$ cat src/rtl/rangefinder_sopc_keys_port_pkg.sv
`default_nettype none
// ============================================================================
//  Module      : rangefinder_sopc_keys_port_pkg
//  Description : Shared constants for the rangefinder keys/switches input PIO:
//                register word addresses and edge-capture mode encodings.
//  Revision    : 1.0 - initial release
// ============================================================================
package rangefinder_sopc_keys_port_pkg;

    // Avalon word addresses of the PIO registers (addresses 4..7 are unmapped)
    localparam logic [2:0] ADDR_DATA    = 3'd0;
    localparam logic [2:0] ADDR_DIR     = 3'd1;
    localparam logic [2:0] ADDR_IRQMASK = 3'd2;
    localparam logic [2:0] ADDR_EDGECAP = 3'd3;

    // Which transitions of the debounced level are captured
    localparam int unsigned EDGE_RISING  = 0;
    localparam int unsigned EDGE_FALLING = 1;
    localparam int unsigned EDGE_ANY     = 2;

endpackage : rangefinder_sopc_keys_port_pkg
`default_nettype wire

$ cat src/rtl/rangefinder_sopc_keys_port_debounce.sv
`default_nettype none
// ============================================================================
//  Module      : rangefinder_sopc_keys_port_debounce
//  Description : Single-bit input conditioner. Two-flop synchronizer followed
//                by a debounce counter; the stable level only follows the
//                synchronized input after it has differed for DEBOUNCE_CYCLES
//                consecutive cycles. change pulses (combinationally) in the
//                cycle whose closing edge updates the stable level; rise gives
//                the direction of that update.
//  Revision    : 1.0 - initial release
// ============================================================================
module rangefinder_sopc_keys_port_debounce
    import rangefinder_sopc_keys_port_pkg::*;
#(
    parameter int unsigned DEBOUNCE_CYCLES = 50000,
    parameter logic        RESET_VALUE     = 1'b1
) (
    input  logic clk,
    input  logic reset_n,
    input  logic in_raw,
    output logic stable,
    output logic change,
    output logic rise
);

    // Counter only ever reaches DEBOUNCE_CYCLES-1 before it clears
    localparam int unsigned        c_CNT_W    = $clog2(DEBOUNCE_CYCLES + 1);
    localparam logic [c_CNT_W-1:0] c_CNT_LAST = c_CNT_W'(DEBOUNCE_CYCLES - 1);

    logic               r_sync1;
    logic               r_sync2;
    logic               r_stable;
    logic [c_CNT_W-1:0] r_cnt;

    logic               w_differs;
    logic               w_accept;

    // Synchronized level disagrees with the accepted one; accept on the edge
    // that completes DEBOUNCE_CYCLES consecutive disagreeing cycles
    assign w_differs = (r_sync2 != r_stable);
    assign w_accept  = w_differs && (r_cnt == c_CNT_LAST);

    // Two-flop synchronizer for the asynchronous pin
    always_ff @(posedge clk or negedge reset_n) begin
        if (!reset_n) begin
            r_sync1 <= RESET_VALUE;
            r_sync2 <= RESET_VALUE;
        end else begin
            r_sync1 <= in_raw;
            r_sync2 <= r_sync1;
        end
    end

    // Debounce counter and accepted level; any return to the stable level clears progress
    always_ff @(posedge clk or negedge reset_n) begin
        if (!reset_n) begin
            r_stable <= RESET_VALUE;
            r_cnt    <= '0;
        end else if (w_accept) begin
            r_stable <= r_sync2;
            r_cnt    <= '0;
        end else if (w_differs) begin
            r_cnt    <= r_cnt + 1'b1;
        end else begin
            r_cnt    <= '0;
        end
    end

    assign stable = r_stable;
    assign change = w_accept;
    assign rise   = r_sync2;

endmodule : rangefinder_sopc_keys_port_debounce
`default_nettype wire

$ cat src/rtl/rangefinder_sopc_keys_port.sv
`default_nettype none
// ============================================================================
//  Module      : rangefinder_sopc_keys_port
//  Description : Avalon-MM slave input PIO for push-buttons and switches.
//                Per-bit synchronize + debounce, readable data register,
//                sticky edge capture (write-1-to-clear) and a maskable
//                level interrupt. Zero-wait-state, read latency 0.
//  Revision    : 1.0 - initial release
// ============================================================================
module rangefinder_sopc_keys_port
    import rangefinder_sopc_keys_port_pkg::*;
#(
    parameter int unsigned      WIDTH           = 8,
    parameter int unsigned      DEBOUNCE_CYCLES = 50000,
    parameter int unsigned      EDGE_TYPE       = 1,
    parameter logic [WIDTH-1:0] RESET_VALUE     = '1
) (
    input  logic             clk,
    input  logic             reset_n,
    input  logic [2:0]       address,
    input  logic             chipselect,
    input  logic             write_n,
    input  logic [31:0]      writedata,
    input  logic [WIDTH-1:0] in_port,
    output logic [31:0]      readdata,
    output logic             irq
);

    logic [WIDTH-1:0] w_stable;
    logic [WIDTH-1:0] w_change;
    logic [WIDTH-1:0] w_rise;
    logic [WIDTH-1:0] w_set;
    logic [WIDTH-1:0] w_clear;
    logic             w_wr;
    logic             w_unused;

    logic [WIDTH-1:0] r_irq_mask;
    logic [WIDTH-1:0] r_edge_capture;

    // One conditioner per input bit
    generate
        for (genvar i = 0; i < int'(WIDTH); i++) begin : g_bit
            rangefinder_sopc_keys_port_debounce #(
                .DEBOUNCE_CYCLES (DEBOUNCE_CYCLES),
                .RESET_VALUE     (RESET_VALUE[i])
            ) u_debounce (
                .clk     (clk),
                .reset_n (reset_n),
                .in_raw  (in_port[i]),
                .stable  (w_stable[i]),
                .change  (w_change[i]),
                .rise    (w_rise[i])
            );
        end
    endgenerate

    assign w_wr = chipselect & ~write_n;

    // Debounced transitions that match the configured edge type
    assign w_set = (EDGE_TYPE == EDGE_RISING)  ? (w_change &  w_rise) :
                   (EDGE_TYPE == EDGE_FALLING) ? (w_change & ~w_rise) :
                                                  w_change;

    // Bits requested cleared by a write-1-to-clear access
    assign w_clear = (w_wr && (address == ADDR_EDGECAP)) ? writedata[WIDTH-1:0] : '0;

    // Interrupt mask register
    always_ff @(posedge clk or negedge reset_n) begin
        if (!reset_n) begin
            r_irq_mask <= '0;
        end else if (w_wr && (address == ADDR_IRQMASK)) begin
            r_irq_mask <= writedata[WIDTH-1:0];
        end
    end

    // Sticky edge capture; a new edge beats a coincident clear so none is lost
    always_ff @(posedge clk or negedge reset_n) begin
        if (!reset_n) begin
            r_edge_capture <= '0;
        end else begin
            r_edge_capture <= (r_edge_capture & ~w_clear) | w_set;
        end
    end

    // Zero-latency read mux; unmapped addresses and upper bits read zero
    always_comb begin
        readdata = '0;
        case (address)
            ADDR_DATA:    readdata = 32'(w_stable);
            ADDR_DIR:     readdata = '0;
            ADDR_IRQMASK: readdata = 32'(r_irq_mask);
            ADDR_EDGECAP: readdata = 32'(r_edge_capture);
            default:      readdata = '0;
        endcase
    end

    assign irq = |(r_edge_capture & r_irq_mask);

    // Upper writedata bits are not stored when WIDTH < 32
    assign w_unused = &{1'b0, writedata};

endmodule : rangefinder_sopc_keys_port
`default_nettype wire

$ cat config.mk
export PLATFORM = sky130hd
export DESIGN_NAME = rangefinder_sopc_keys_port
export DESIGN_NICKNAME = d
export VERILOG_FILES = /design/src/rtl/rangefinder_sopc_keys_port_pkg.sv /design/src/rtl/rangefinder_sopc_keys_port_debounce.sv /design/src/rtl/rangefinder_sopc_keys_port.sv
export SDC_FILE = /design/constraint.sdc
export NUM_CORES = 1
export LEC_CHECK = 0
export BUFFER_PORTS_ARGS = -buffer_cell sky130_fd_sc_hd__clkbuf_2
export CAP_MARGIN = 20
export CORE_ASPECT_RATIO = 0.8
export CORE_MARGIN = 2
export CORE_UTILIZATION = 40
export DETAILED_ROUTE_END_ITERATION = 10
export SETUP_SLACK_MARGIN = 0.5
export SLEW_MARGIN = 30
export SYNTH_ARGS = -nofsm -noshare
export SYNTH_HDL_FRONTEND = slang
export SYNTH_HIERARCHICAL = 1
export SYNTH_SLANG_ARGS = --single-unit
$ cat constraint.sdc
create_clock -name clk -period 1.8 [get_ports clk]
set_clock_uncertainty 0.05 [all_clocks]
set_input_delay 0.36 -clock clk [delete_from_list [all_inputs] [get_ports clk]]
set_output_delay 0.36 -clock clk [all_outputs]
set_load 0.02 [all_outputs]
Yosys cells after proc, flatten, opt, wreduce, memory -nomap -nowiden. Index checks and enable logic that the tools add are counted.

Bits in registers: 168. Word-level logic and storage cells: 98.

Add/sub/neg operators: 8. Equality and inequality tests: 18. Muxes and demuxes: 18. Bitwise gates (word level): 8. Reductions and logical operators: 12.

Operator list (number): $mux W16 (16); $add A16 B1 Y16 const B (8); $eq A16 B16 Y1 const B (8); $and A8 B8 Y8 (3); $pmux W8 S3 (1); $not A8 Y8 (2); $logic_and A1 B1 Y1 (10); $mux W8 (1); $ne A1 B1 Y1 (8); $or A8 B8 Y8 (1); $reduce_or A8 Y1 (1); $eq A3 B2 Y1 const B (2); $logic_not A3 Y1 (1); $and A1 B1 Y1 (1); $not A1 Y1 (1).

Longest topological paths before layout. Gate-level depths: netlist of the first run.

Depth after elaboration: 7. Depth in mapped cells: 7. Depth with buffers taken out: 6.

By module. The synthesis of the first run kept the hierarchy.

Modules (own cells, without submodules): rangefinder_sopc_keys_port_debounce (times used 8, cells each 89, area an instance 977.2 um^2, sequential area each 479.2 um^2); rangefinder_sopc_keys_port (times used 1, cells each 128, area an instance 1168.6 um^2, sequential area each 400.4 um^2).

Least setup slack after synthesis of the first run. No wires, ideal clock.

Path type: input -> output. Start: input port address[1]. End: output port readdata[1]. Data arrival time: 1759 ps. Path slack: -369 ps. Cell stages on the path: 5. Path buffers: 2. Cell sequence: clkbuf_1 -> clkbuf_1 -> mux2i_1 -> or2_2 -> a21oi_1.

Cells in the longest elaborated chain, start to end: 2. Elaborated cells between the ends (all ways): 4. Classes of those cells: eq/ne (2); mux (1); reduce/logical (1).

RTL lines: start: declaration (RTL line rangefinder_sopc_keys_port.sv:20) `input logic [2:0] address,`; $eq A3 B2 Y1 or $logic_not A3 Y1 (tied branches) (RTL line rangefinder_sopc_keys_port.sv:88) `case (address)`; $pmux W8 S3 * (RTL line rangefinder_sopc_keys_port.sv:88); end: declaration (RTL line rangefinder_sopc_keys_port.sv:25) `output logic [31:0] readdata,`.

Mark *: on every way between the ends. The rest lies on a longest branch, timed or not.

Worst setup path in the final report of the first run.
Start: register g_bit[7].u_debounce.r_stable. End: output port readdata[7].

Cells in the longest elaborated chain, start to end: 1.

RTL lines: start: declaration (RTL line rangefinder_sopc_keys_port_debounce.sv:32) `logic r_stable;`; start signal: assignment (RTL line rangefinder_sopc_keys_port_debounce.sv:60) `r_stable <= r_sync2;`; $pmux W8 S3 (RTL line rangefinder_sopc_keys_port.sv:88).

No other way between the ends.

==> results.md, run 1 <==
- Share of total power in the clock network: between 40% and 50%
- Final Wtd Congestion: about 0.77
- Peak supply drop: between 500 and 600 uV
- Terminus of the critical flop-to-flop path: g_bit[0].u_debounce/r_cnt[14]
- Final nets: approximately 1.1k
- Maximum number of pins on one net before global-route repair: 42
- Proportion of power drawn by combinational gates: 12.3%
- Number of distinct library cells after synthesis: 32
- Internal power of the cells: between 6 and 7 mW
- Power density cells: 689 mW/mm^2
- Total leakage power: 4.95 nW
- Die extent in y: about 140 um
- Total setup violations reported at the end of the flow: 8
- Pre-Repair DR Iteration Count: 4
- Complex-gate fraction of the synthesized area: approximately 1.7%
- Area Growth Syn to Fin: 43.9%
- Number of synthesis warnings: 6
- Share of layout cells above drive strength 1: approximately half
- Placed wire-length estimate: 12,000 um
- Number of cells on the worst hold path: 2
- EDFF count, synth: 0
- Die Wd: 172 um
- Layout Cells excl Fill: 1,339
- Maximum frequency from static timing analysis: just under 500 MHz
- Initial Util: between 40% and 50%
- Detail-routed via count per cell: a little under 5
- Number of global-route vias before repair: just under 7k
- Skew-Pair Late Insertion Delay: between 0.4 and 0.5 ns
- Net switching share of the total power: 24.6%
- Number of storage elements in the synthesis netlist: 168
- Share of the cycle needed by the critical path after routing: 113%
- Critical path class: reg -> out
- DRC violations left: 0
- Crit-path max FO: 3
- Global route total overflow: 0
- Ys async rst share: 100%
- Pins Over Slew Limit: 0
- Number of input and output port buffers inserted: 31
- Diode count: 0
- GR Util All Layers: between 10% and 20%
- Result of the run: finished with violations
- Worst setup slack for register-to-register paths: around 0.13 ns
- Count of boundary I/O pins: 80
- Core footprint: 0.0223 mm^2
- Clock sink count: 168
- Summed negative setup slack over all endpoints: -1.45 ns
- Post-route ant nets: 0
- Detail-routed net length per standard cell: around 15 um
- Cell area after synthesis: 0.00899 mm^2
- Total wire length: approximately 21,000 um
- Depth of the most critical reg-to-reg path: 6
- Share of the synthesized netlist area taken by xor and xnor gates: 11.7%
- Clock tree from TritonCTS: done
- Launching point of the worst reg2reg path: g_bit[0].u_debounce/r_cnt[0]
- Type of the tightest min-delay check: in -> reg
- Minimum period implied by the final worst setup slack: just over 2 ns
- TritonCTS Buffers: 17
- Number of placement rows: slightly below 50
- Area of the die: around 0.024 mm^2
- Dominant combinational cell family by area after synthesis: simple AND/OR/NAND/NOR gates
- Final core utilization: just under 60%
- Worst hold slack across all endpoints: 0.139 ns
- Beginning of the worst hold path: writedata[5]
- Wire length of the first global-routing pass: between 30,000 and 40,000 um
- Multiplexer area fraction after synthesis: roughly 3.2%
- Number of max-capacitance violations reported: 0
- Sequential share of power: 46.0%
- Cell area after layout: 0.0129 mm^2
- Root Buffer Master: sky130_fd_sc_hd__clkbuf_16
- Simple-gate share of the synthesized area: roughly 29%
- Number of cells after detailed placement: approximately 1.2k
- Mean area per synthesized cell: between 10 and 15 um^2
- Cell Area, Placed: between 0.009 and 0.01 mm^2
- Filler Cell Count: roughly 1.8k
- Number of design-rule violations left by the first detailed-router iteration: 360
- Critical Path End Type: output pin
- Gate count of the mapped netlist: 840
- Hold Path End: r_irq_mask[5]
- Vias after detailed routing: between 6k and 7k
- Failing checks: setup timing
- Clock slew at the register clock pins of the worst setup and hold paths: about 0.060 ns
- Clk buf depth: 2
- Switching power total: approximately 2.2 mW
- Hold violation total from the final report: 0
- Critical path required time: 1.39 ns
- Proportion of synthesized chip area in sequential cells: about 47%
- Crit start category: register
- Most used flip-flop cell after synthesis: sky130_fd_sc_hd__dfrtp_1
- H-tree Lvls: 4
- Post-layout worst setup margin: -0.228 ns
- RSZ-0062 raised after global routing: true
- Antenna violations before repair: 0
- Data arrival time of the worst path: 1.62 ns
- Adder-Cell Fraction of Synth Area: between 1 and 1.5%
==> state kept, by name, indices dropped and copies added, names as in the netlist <==
name,count
g_bit.u_debounce/r_cnt,128
g_bit.u_debounce/r_sync1,8
g_bit.u_debounce/rise,8
g_bit.u_debounce/stable,8
r_edge_capture,8
r_irq_mask,8
==> metal layers <==
| metal | GRT usage, % | vias up | part of all wire [%] |
|---|---|---|---|
| met5 | 0 | - | 0 |
| met4 | 4.28 | 0 | 1.1 |
| met3 | 3.66 | 16 | 2.2 |
| met2 | 28.3 | 65 | 50 |
| met1 | 25.3 | 3303 | 46 |
| li1 | - | 3184 | - |
==> power groups by stage <==
stage / Combinational (mW) / Sequential [mW] / Clock (mW)
finish: 1.09 / 4.10 / 3.72
CTS: 0.982 / 4.09 / 3.82
floorplan: 0.472 / 4.12 / 0
global placement: 0.668 / 4.16 / 0
global route: 1.18 / 4.11 / 4.01
detailed placement: 0.678 / 4.16 / 0
==> cells in the mapped netlist (16+ instances only) <==
library cell | instances | area share (%)
sky130_fd_sc_hd__dfrtp_1 | 144 | 40
sky130_fd_sc_hd__nor2_1 | 144 | 6.0
sky130_fd_sc_hd__xnor2_1 | 112 | 11
sky130_fd_sc_hd__nand3_1 | 48 | 2.7
sky130_fd_sc_hd__inv_1 | 40 | 1.7
sky130_fd_sc_hd__nand2_1 | 32 | 1.3
sky130_fd_sc_hd__nor3_1 | 32 | 1.8
sky130_fd_sc_hd__nor4_2 | 32 | 4.5
sky130_fd_sc_hd__nand4_1 | 25 | 1.7
sky130_fd_sc_hd__buf_4 | 24 | 2.0
sky130_fd_sc_hd__dfstp_2 | 24 | 7.0
sky130_fd_sc_hd__buf_6 | 19 | 2.4
sky130_fd_sc_hd__nand4_2 | 16 | 2.2
sky130_fd_sc_hd__nor2_2 | 16 | 1.1
sky130_fd_sc_hd__nor4b_2 | 16 | 2.7
sky130_fd_sc_hd__o21ai_0 | 16 | 0.89
==> critical path: stages (launching register included) <==
cell and delay, ns:
sky130_fd_sc_hd__dfstp_2 0.56, sky130_fd_sc_hd__mux2i_1 0.07, sky130_fd_sc_hd__or2_4 0.23, sky130_fd_sc_hd__a21oi_2 0.17, sky130_fd_sc_hd__clkbuf_8 0.17
==> stage by stage <==
stage                     worst slack (ns)  power [mW]
after floorplan                     -0.135        4.59
after global placement              -0.154        4.83
after detailed placement            -0.136        4.83
after CTS                           -0.287        8.89
after global routing                -0.304        9.31
final                               -0.228        8.91
==> cells by family (layout without fill, tap and decap cells) <==
logic type / after synthesis / in the layout
flops: 168 / 168
buf+inv: 87 / 257
fa+ha+maj: 8 / 8
xor+xnor: 120 / 120
other cells: 1 / 24
compound gates: 28 / 28
mux: 24 / 24
simple gates: 404 / 404
==> worst max path at each step <==
stage | from | to | slack (ns) | depth (start not counted)
after detailed placement | address[1] | readdata[0] | -0.14 | 6
after CTS | g_bit[6].u_debounce/stable | readdata[6] | -0.29 | 5
after global placement | address[1] | readdata[0] | -0.15 | 6
after global routing | g_bit[6].u_debounce/stable | readdata[6] | -0.30 | 5
after floorplan | address[2] | r_irq_mask[0] | -0.14 | 6
final | g_bit[7].u_debounce/stable | readdata[7] | -0.23 | 4
==> cells in the final DEF (no fill, tap or decap), types with 19 or more instances in the layout <==
cell                        count
sky130_fd_sc_hd__dfrtp_1      101
sky130_fd_sc_hd__nor2_1        34
sky130_fd_sc_hd__nor3_1        28
sky130_fd_sc_hd__xnor2_1      109
sky130_fd_sc_hd__inv_1         40
sky130_fd_sc_hd__nand2_1       32
sky130_fd_sc_hd__buf_4        109
sky130_fd_sc_hd__conb_1        24
sky130_fd_sc_hd__buf_6         19
sky130_fd_sc_hd__dfstp_2       24
sky130_fd_sc_hd__nor4_2        26
sky130_fd_sc_hd__nand3_1       47
sky130_fd_sc_hd__clkbuf_2      19
sky130_fd_sc_hd__dfrtp_2       43
sky130_fd_sc_hd__nor2_4       118
sky130_fd_sc_hd__clkbuf_16     19
sky130_fd_sc_hd__nand4_1       25
==> final cells by class <==
cell class / instances / area (um^2) / area share [%]
Clock buffer: 23 / 468 / 3.62
Inverter: 40 / 150 / 1.16
Tap cell: 306 / 383 / 2.96
Timing Repair Buffer: 185 / 1790 / 13.9
Sequential cell: 168 / 4290 / 33.2
Multi-Input combinational cell: 608 / 5730 / 44.3
Clock inverter: 9 / 125 / 0.967
==> timing repair <==
item,in CTS,in global routing
pin swaps,62,37
endpoints found under the setup margin,161,161
buffers inserted,78,26
hold buffers,9,0
hold endpoints to repair,41,0
gates resized for setup,246,145
gates cloned,6,2
Note: power is estimated with default switching activity, not from simulation.
==> run 2, diff against run 1 <==
- CORE_MARGIN: 2 -> unset
- CTS_CLUSTER_DIAMETER: unset -> 200
==> results.md, run 2 (synthesis gave the netlist of run 1 again) <==
- Antenna violations before repair: 1 (+1)
- Cell area after layout: 0.0125 mm^2 (-3.0%)
- Final Wtd Congestion: 0.758 (-2.0%)
- Total leakage power: 4.78 nW (-3.4%)
- Number of placement rows: 48 (-2.0%)
- Total setup violations reported at the end of the flow: 8 (unchanged)
- Critical Path End Type: output pin
- Hold violation total from the final report: 0 (unchanged)
- Wire length of the first global-routing pass: 33,500 um (-1.3%)
- H-tree Lvls: 4 (unchanged)
- GR Util All Layers: 18.5% (+0.62 points)
- Maximum number of pins on one net before global-route repair: 43 (+2.4%)
- Clock tree from TritonCTS: done
- Diode count: 0 (unchanged)
- Met2 track demand over resource: 28.6% (+0.34 points)
- Share of the cycle needed by the critical path after routing: 114% (+1.2 points)
- Minimum period implied by the final worst setup slack: 2.05 ns (+0.0224 ns)
- TritonCTS Buffers: 17 (unchanged)
- Detail-routed net length per standard cell: 15.3 um (-0.93%)
- Clock sink count: 168 (unchanged)
- Leading cell types in the layout, fill and taps excluded: 110 x sky130_fd_sc_hd__xnor2_1, 97 x sky130_fd_sc_hd__nor2_4, 96 x sky130_fd_sc_hd__buf_4, 91 x sky130_fd_sc_hd__dfrtp_1, 53 x sky130_fd_sc_hd__dfrtp_2
- DRC violations left: 0 (unchanged)
- Number of global-route vias before repair: 6,467 (-4.4%)
- Die extent in y: 136 um (-1.4%)
- Pre-Repair DR Iteration Count: 5 (+1)
- Start point of the critical path: g_bit[6].u_debounce/stable
- Post-route ant nets: 0 (unchanged)
- Detail-routed via count per cell: 4.96 (+1.0%)
- Global route total overflow: 0 (unchanged)
- Clk buf depth: 2 (unchanged)
- Crit start category: register
- Depth of the most critical reg-to-reg path: 6 (unchanged)
- Crit-path max FO: 2 (-1)
- Met3 track utilization from global routing: 3.52% (-0.14 points)
- Met1 layer usage reported by global route: 26.4% (+1.1 points)
- Vias after detailed routing: 6,492 (-1.2%)
- Data arrival time of the worst path: 1.64 ns (+0.02 ns)
- Skew-Pair Late Insertion Delay: 0.43 ns (about the same)
- Register ranked first by flip-flop count: g_bit.u_debounce/r_cnt
- Result of the run: finished with violations
- Critical path class: reg -> out
- Clock slew at the register clock pins of the worst setup and hold paths: 0.07 ns (about the same)
- Total wire length: 20,100 um (-3.1%)
- Summed negative setup slack over all endpoints: -1.39 ns (+0.0528 ns)
- Cell Area, Placed: 0.00968 mm^2 (-0.49%)
- Most congested layer reported by global routing: met2
- Beginning of the worst hold path: writedata[4]
- Power density cells: 683 mW/mm^2 (-0.87%)
- Number of input and output port buffers inserted: 31 (unchanged)
- Failing checks: setup timing
- Number of design-rule violations left by the first detailed-router iteration: 370 (+2.8%)
- Area of the die: 0.0231 mm^2 (-2.6%)
- Placed wire-length estimate: 11,800 um (-1.3%)
- Core footprint: 0.0218 mm^2 (-2.0%)
- Final nets: 1,052 (-2.1%)
- Root Buffer Master: sky130_fd_sc_hd__clkbuf_16
- Pins Over Slew Limit: 0 (unchanged)
- Critical path required time: 1.39 ns (about the same)
- Most frequent standard cell in the layout excluding fill and tap cells: sky130_fd_sc_hd__xnor2_1
- Share of layout cells above drive strength 1: 51.0% (-0.41 points)
- Type of the tightest min-delay check: in -> reg
- Maximum frequency from static timing analysis: 488 MHz (-1.1%)
- Post-layout worst setup margin: -0.251 ns (-0.0224 ns)
- Peak supply drop: 579 uV (+14%)
- Number of max-capacitance violations reported: 0 (unchanged)
- Number of cells on the worst hold path: 2 (unchanged)
- Area Growth Syn to Fin: 39.6%
- Count of boundary I/O pins: 80 (unchanged)
- Launching point of the worst reg2reg path: g_bit[5].u_debounce/r_cnt[10]
- Flip-flop count of the largest register after layout: 128 (unchanged)
- Die Wd: 170 um (-1.2%)
- Initial Util: 41.2% (+0.84 points)
- RSZ-0062 raised after global routing: true
## run 2: where the power goes
| group | leakage (nW) | internal [mW] | switching, mW | total (mW) |
|---|---|---|---|---|
| registers | 2.12 | 3.94 | 0.159 | 4.10 |
| clock network | 0.267 | 1.85 | 1.57 | 3.42 |
| logic | 2.39 | 0.498 | 0.548 | 1.05 |
| total | 4.78 | 6.29 | 2.28 | 8.57 |
## run 2: per-stage QoR
stage / instances / total power [mW] / util [%] / hold WS [ns] / setup slack, ns
finish: 1310 / 8.57 / 57.5 / 0.149 / -0.251
global placement: 1178 / 4.81 / 44.4 / 0.273 / -0.108
global route: 1310 / 8.94 / 57.5 / 0.137 / -0.316
detailed placement: 1178 / 4.82 / 44.4 / 0.268 / -0.107
CTS: 1302 / 8.57 / 54.9 / 0.133 / -0.285
floorplan: 863 / 4.59 / - / 0.0144 / -0.135
## run 2: cell type report
class                   instances  area, um^2
fillers                      1782        9260
clock buffers                  19         453
repair buffers                162        1520
clock inverters                13        95.1
inverters                      40         150
well taps                     300         375
flip-flops and latches        168        4300
multi-input cells             608        5650
## run 2: repair_timing
item / CTS / global route
setup endpoints to repair: 161 / 161
gates cloned: 8 / 0
pin swaps: 62 / 34
hold buffers: 9 / 0
setup buffers: 75 / 8
endpoints found under the hold margin: 39 / 0
gates resized for setup: 234 / 142
## run 2: metal layers
metal / vias to the layer above / part of all wire (%)
li1: 3139 / -
met1: 3270 / 49
met2: 60 / 48
met3: 21 / 2.4
met4: 2 / 1.2
met5: - / 0.060
## run 2: final timing paths
check	end	slack, ns
worst max register to register	g_bit[5].u_debounce/r_cnt[6]	0.20
max in group asynchronous	g_bit[6].u_debounce/stable	0.70
min in group asynchronous	g_bit[4].u_debounce/r_cnt[7]	0.38
worst max-delay path	readdata[6]	-0.25
worst min register to register	g_bit[2].u_debounce/rise	0.31
worst min-delay path	r_irq_mask[4]	0.15
## run 2: critical path, stage by stage (launching register included)
cell                      delay, ns
sky130_fd_sc_hd__dfstp_2       0.54
sky130_fd_sc_hd__mux2i_1       0.06
sky130_fd_sc_hd__or2_4         0.23
sky130_fd_sc_hd__a21oi_2       0.14
sky130_fd_sc_hd__buf_4         0.15
sky130_fd_sc_hd__buf_8         0.10
==> run 3, diff against run 2 <==
- SYNTH_HIERARCHICAL: 1 -> unset
==> results.md, run 3 <==
- Hold Path End: r_irq_mask[0]
- Summed negative setup slack over all endpoints: -0.784 ns (+0.611 ns)
- Worst setup slack after placement: 0.0472 ns (+0.154 ns)
- Total setup violations reported at the end of the flow: 9 (+1)
- Peak supply drop: 539 uV (-6.8%)
- Number of input and output port buffers inserted: 31 (unchanged)
- Maximum frequency from static timing analysis: 507 MHz (+4.1%)
- Pins Over Slew Limit: 0 (unchanged)
- Failing checks: setup timing
- Critical Path End Type: output pin
- Number of global-route vias before repair: 6,636 (+2.6%)
- Critical path class: reg -> out
- Depth of the most critical reg-to-reg path: 4 (-2)
- Design Power: 8.80 mW (+2.7%)
- Wire length of the first global-routing pass: 34,000 um (+1.4%)
- Area of the die: 0.0208 mm^2 (-9.6%)
- Beginning of the worst hold path: writedata[0]
- Hold violation total from the final report: 0 (unchanged)
- Type of the tightest min-delay check: in -> reg
- Met3 track utilization from global routing: 4.87% (+1.3 points)
- Top-count cell post-synth: sky130_fd_sc_hd__nor2_1
- Cell at the slowest stage of the critical path: sky130_fd_sc_hd__dfstp_2
- EDFF count, synth: 0 (unchanged)
- Antenna violations before repair: 1 (unchanged)
- Final nets: 1,070 (+1.7%)
- Die extent in y: 129 um (-4.9%)
- Global route total overflow: 0 (unchanged)
- Launching point of the worst reg2reg path: g_bit[1].u_debounce.r_cnt[14]
- Number of distinct library cells after synthesis: 40 (+25%)
- Clock sink count: 168 (unchanged)
- Cell area after layout: 0.0134 mm^2 (+6.8%)
- Crit-path max FO: 4 (+2)
- Total leakage power: 5.44 nW (+14%)
- Layout Cells excl Fill: 1,292 (-1.4%)
- Count of boundary I/O pins: 80 (unchanged)
- Data arrival time of the worst path: 1.56 ns (-0.08 ns)
- Terminus of the critical flop-to-flop path: g_bit[1].u_debounce.stable
- Maximum number of pins on one net before global-route repair: 44 (+2.3%)
- Final core utilization: 67.4% (+9.9 points)
- Crit start category: register
- Area Growth Syn to Fin: 65.2%
- Mean area per synthesized cell: 10.3 um^2 (-3.8%)
- Cell Area, Placed: 0.00891 mm^2 (-8.0%)
- GR Util All Layers: 20.6% (+2.1 points)
- Final Wtd Congestion: 0.781 (+3.0%)
- Critical path required time: 1.39 ns (about the same)
- Leading cell types in the layout, fill and taps excluded: 116 x sky130_fd_sc_hd__buf_4, 107 x sky130_fd_sc_hd__dfrtp_1, 75 x sky130_fd_sc_hd__nor2_4, 64 x sky130_fd_sc_hd__xnor2_1, 59 x sky130_fd_sc_hd__buf_6
- Flip-flop count of the largest register after layout: 128 (unchanged)
- Post-layout worst setup margin: -0.170 ns (+0.0803 ns)
- Most frequent standard cell in the layout excluding fill and tap cells: sky130_fd_sc_hd__buf_4
- Register ranked first by flip-flop count: g_bit.u_debounce.r_cnt
- Top cell types by occurrence after synthesis: 153 x sky130_fd_sc_hd__nor2_1, 144 x sky130_fd_sc_hd__dfrtp_1, 86 x sky130_fd_sc_hd__xnor2_1
- Number of synthesis warnings: 0 (-6)
- H-tree Lvls: 4 (unchanged)
- Most used flip-flop cell after synthesis: sky130_fd_sc_hd__dfrtp_1
- Clock tree from TritonCTS: done
- Met1 layer usage reported by global route: 27.9% (+1.5 points)
- Detail-routed net length per standard cell: 18.2 um (+19%)
- Crit-path max cell delay: 0.56 ns (+0.02 ns)
- Most congested layer reported by global routing: met2
- Portion of synthesized cell area occupied by the leading cell type: 44.4% (+4.3 points)
- Share of layout cells above drive strength 1: 60.0% (+9.0 points)
- Cell taking the most area after synthesis: sky130_fd_sc_hd__dfrtp_1
- Number of cells after detailed placement: 1,084 (-8.0%)
- Number of cells on the worst hold path: 2 (unchanged)
- Core footprint: 0.0199 mm^2 (-8.9%)
- Worst setup slack for register-to-register paths: 0.17 ns (-0.03 ns)
- Initial Util: 40.8% (-0.39 points)
- Ys async rst share: 100% (unchanged)
- Number of design-rule violations left by the first detailed-router iteration: 311 (-16%)
- Worst hold slack across all endpoints: 0.127 ns (-0.0221 ns)
- Worst path cell trace: mux2i_1 > nor2_1 > a21oi_1 > nor2_2 > clkbuf_8
- Detail-routed via count per cell: 5.25 (+5.9%)
- Number of storage elements in the synthesis netlist: 168 (unchanged)
- Cell area after synthesis: 0.00811 mm^2 (-9.8%)
- Share of the cycle needed by the critical path after routing: 109% (-4.5 points)
- Ranking of synthesized cells by area: sky130_fd_sc_hd__dfrtp_1 44%, sky130_fd_sc_hd__xnor2_1 9.3%, sky130_fd_sc_hd__dfstp_2 7.8%
- Clk buf depth: 2 (unchanged)
- Number of placement rows: 46 (-4.2%)
- WP buf/inv: 1 (-1)
- Diode count: 0 (unchanged)
- Number of max-capacitance violations reported: 0 (unchanged)
- Post-route ant nets: 0 (unchanged)
- RSZ-0062 raised after global routing: true
- Placed wire-length estimate: 10,800 um (-8.6%)
- Result of the run: finished with violations
- Skew-Pair Late Insertion Delay: 0.43 ns (about the same)
- Total wire length: 23,500 um (+17%)
- TritonCTS Buffers: 17 (unchanged)
- Die Wd: 161 um (-5.0%)
- Gate count of the mapped netlist: 788 (-6.2%)
- Met2 track demand over resource: 33.4% (+4.8 points)
- Filler Cell Count: 1,325 (-26%)
- Worst path top cell family by delay: flip-flops
- Minimum period implied by the final worst setup slack: 1.97 ns (-0.0803 ns)
- Clock slew at the register clock pins of the worst setup and hold paths: 0.06 ns (about the same)
- Vias after detailed routing: 6,782 (+4.5%)
- Pre-Repair DR Iteration Count: 5 (unchanged)
- Power density cells: 657 mW/mm^2 (-3.8%)
- Root Buffer Master: sky130_fd_sc_hd__clkbuf_16
- DRC violations left: 0 (unchanged)
- Proportion of synthesized chip area in sequential cells: 52.2% (+5.1 points)
==> run 3: cell count changes in the layout (fill, tap and decap cells not counted), sizes merged, moves of 10 or more <==
cell / before / now
o21ai: 16 / 1
nor4bb: 0 / 15
and3: 0 / 16
nand2: 32 / 45
inv: 45 / 18
xnor2: 112 / 86
xor2: 8 / 31
nand4: 49 / 39
buf: 131 / 184
==> run 3: routing by layer <==
metal | share of wire [%] | up-vias | wire, um
met5 | 0.055 | - | 13
met4 | 1.7 | 2 | 401
met3 | 3.1 | 41 | 739
met2 | 51 | 128 | 12000
met1 | 44 | 3468 | 10300
li1 | - | 3143 | -
==> run 3: logic make-up after synthesis <==
family	after synthesis	share of synthesized area, %
adder cells (fa/ha/maj)	8	1.23
flip-flops	168	52.2
XOR/XNOR	117	12.6
multiplexers	24	3.21
AO/OA/AOI/OAI	26	2.04
other	1	0.0463
buffers and inverters	60	4.04
AND/OR/NAND/NOR	384	24.6
==> run 3: what timing repair did <==
item	CTS	global route
cloned	6	1
resized for setup	259	261
pin swaps	131	85
endpoints found under the setup margin	153	153
endpoints found under the hold margin	39	0
hold buffers	9	0
buffers inserted	123	37
==> run 3: how the worst max path moves through the flow <==
stage	startpoint	end	slack, ns	depth (start not counted)
2_1_floorplan	g_bit[5].u_debounce.r_cnt[0]	g_bit[5].u_debounce.r_cnt[15]	0.29	4
3_3_place_gp	address[1]	readdata[7]	0.09	7
3_5_place_dp	g_bit[1].u_debounce.r_cnt[5]	g_bit[1].u_debounce.r_cnt[13]	0.05	4
4_1_cts	g_bit[1].u_debounce.stable	readdata[1]	-0.17	5
5_1_grt	g_bit[0].u_debounce.stable	readdata[0]	-0.24	5
6_report	g_bit[3].u_debounce.stable	readdata[3]	-0.17	5
==> run 3: report_power, final <==
part / total (mW) / switching, mW / internal (mW)
Clock: 4.01 / 1.57 / 2.44
Sequential: 4.02 / 0.123 / 3.90
Combinational: 0.768 / 0.429 / 0.339
Total: 8.80 / 2.12 / 6.68
==> run 3: cell type report <==
type | instances | area, um^2 | share of cell area (%)
inverters | 18 | 67.6 | 0.505
clock inverters | 10 | 168 | 1.25
clock buffers | 22 | 474 | 3.54
flip-flops and latches | 168 | 4280 | 32.0
repair buffers | 220 | 1980 | 14.8
well taps | 264 | 330 | 2.47
multi-input cells | 590 | 6090 | 45.5
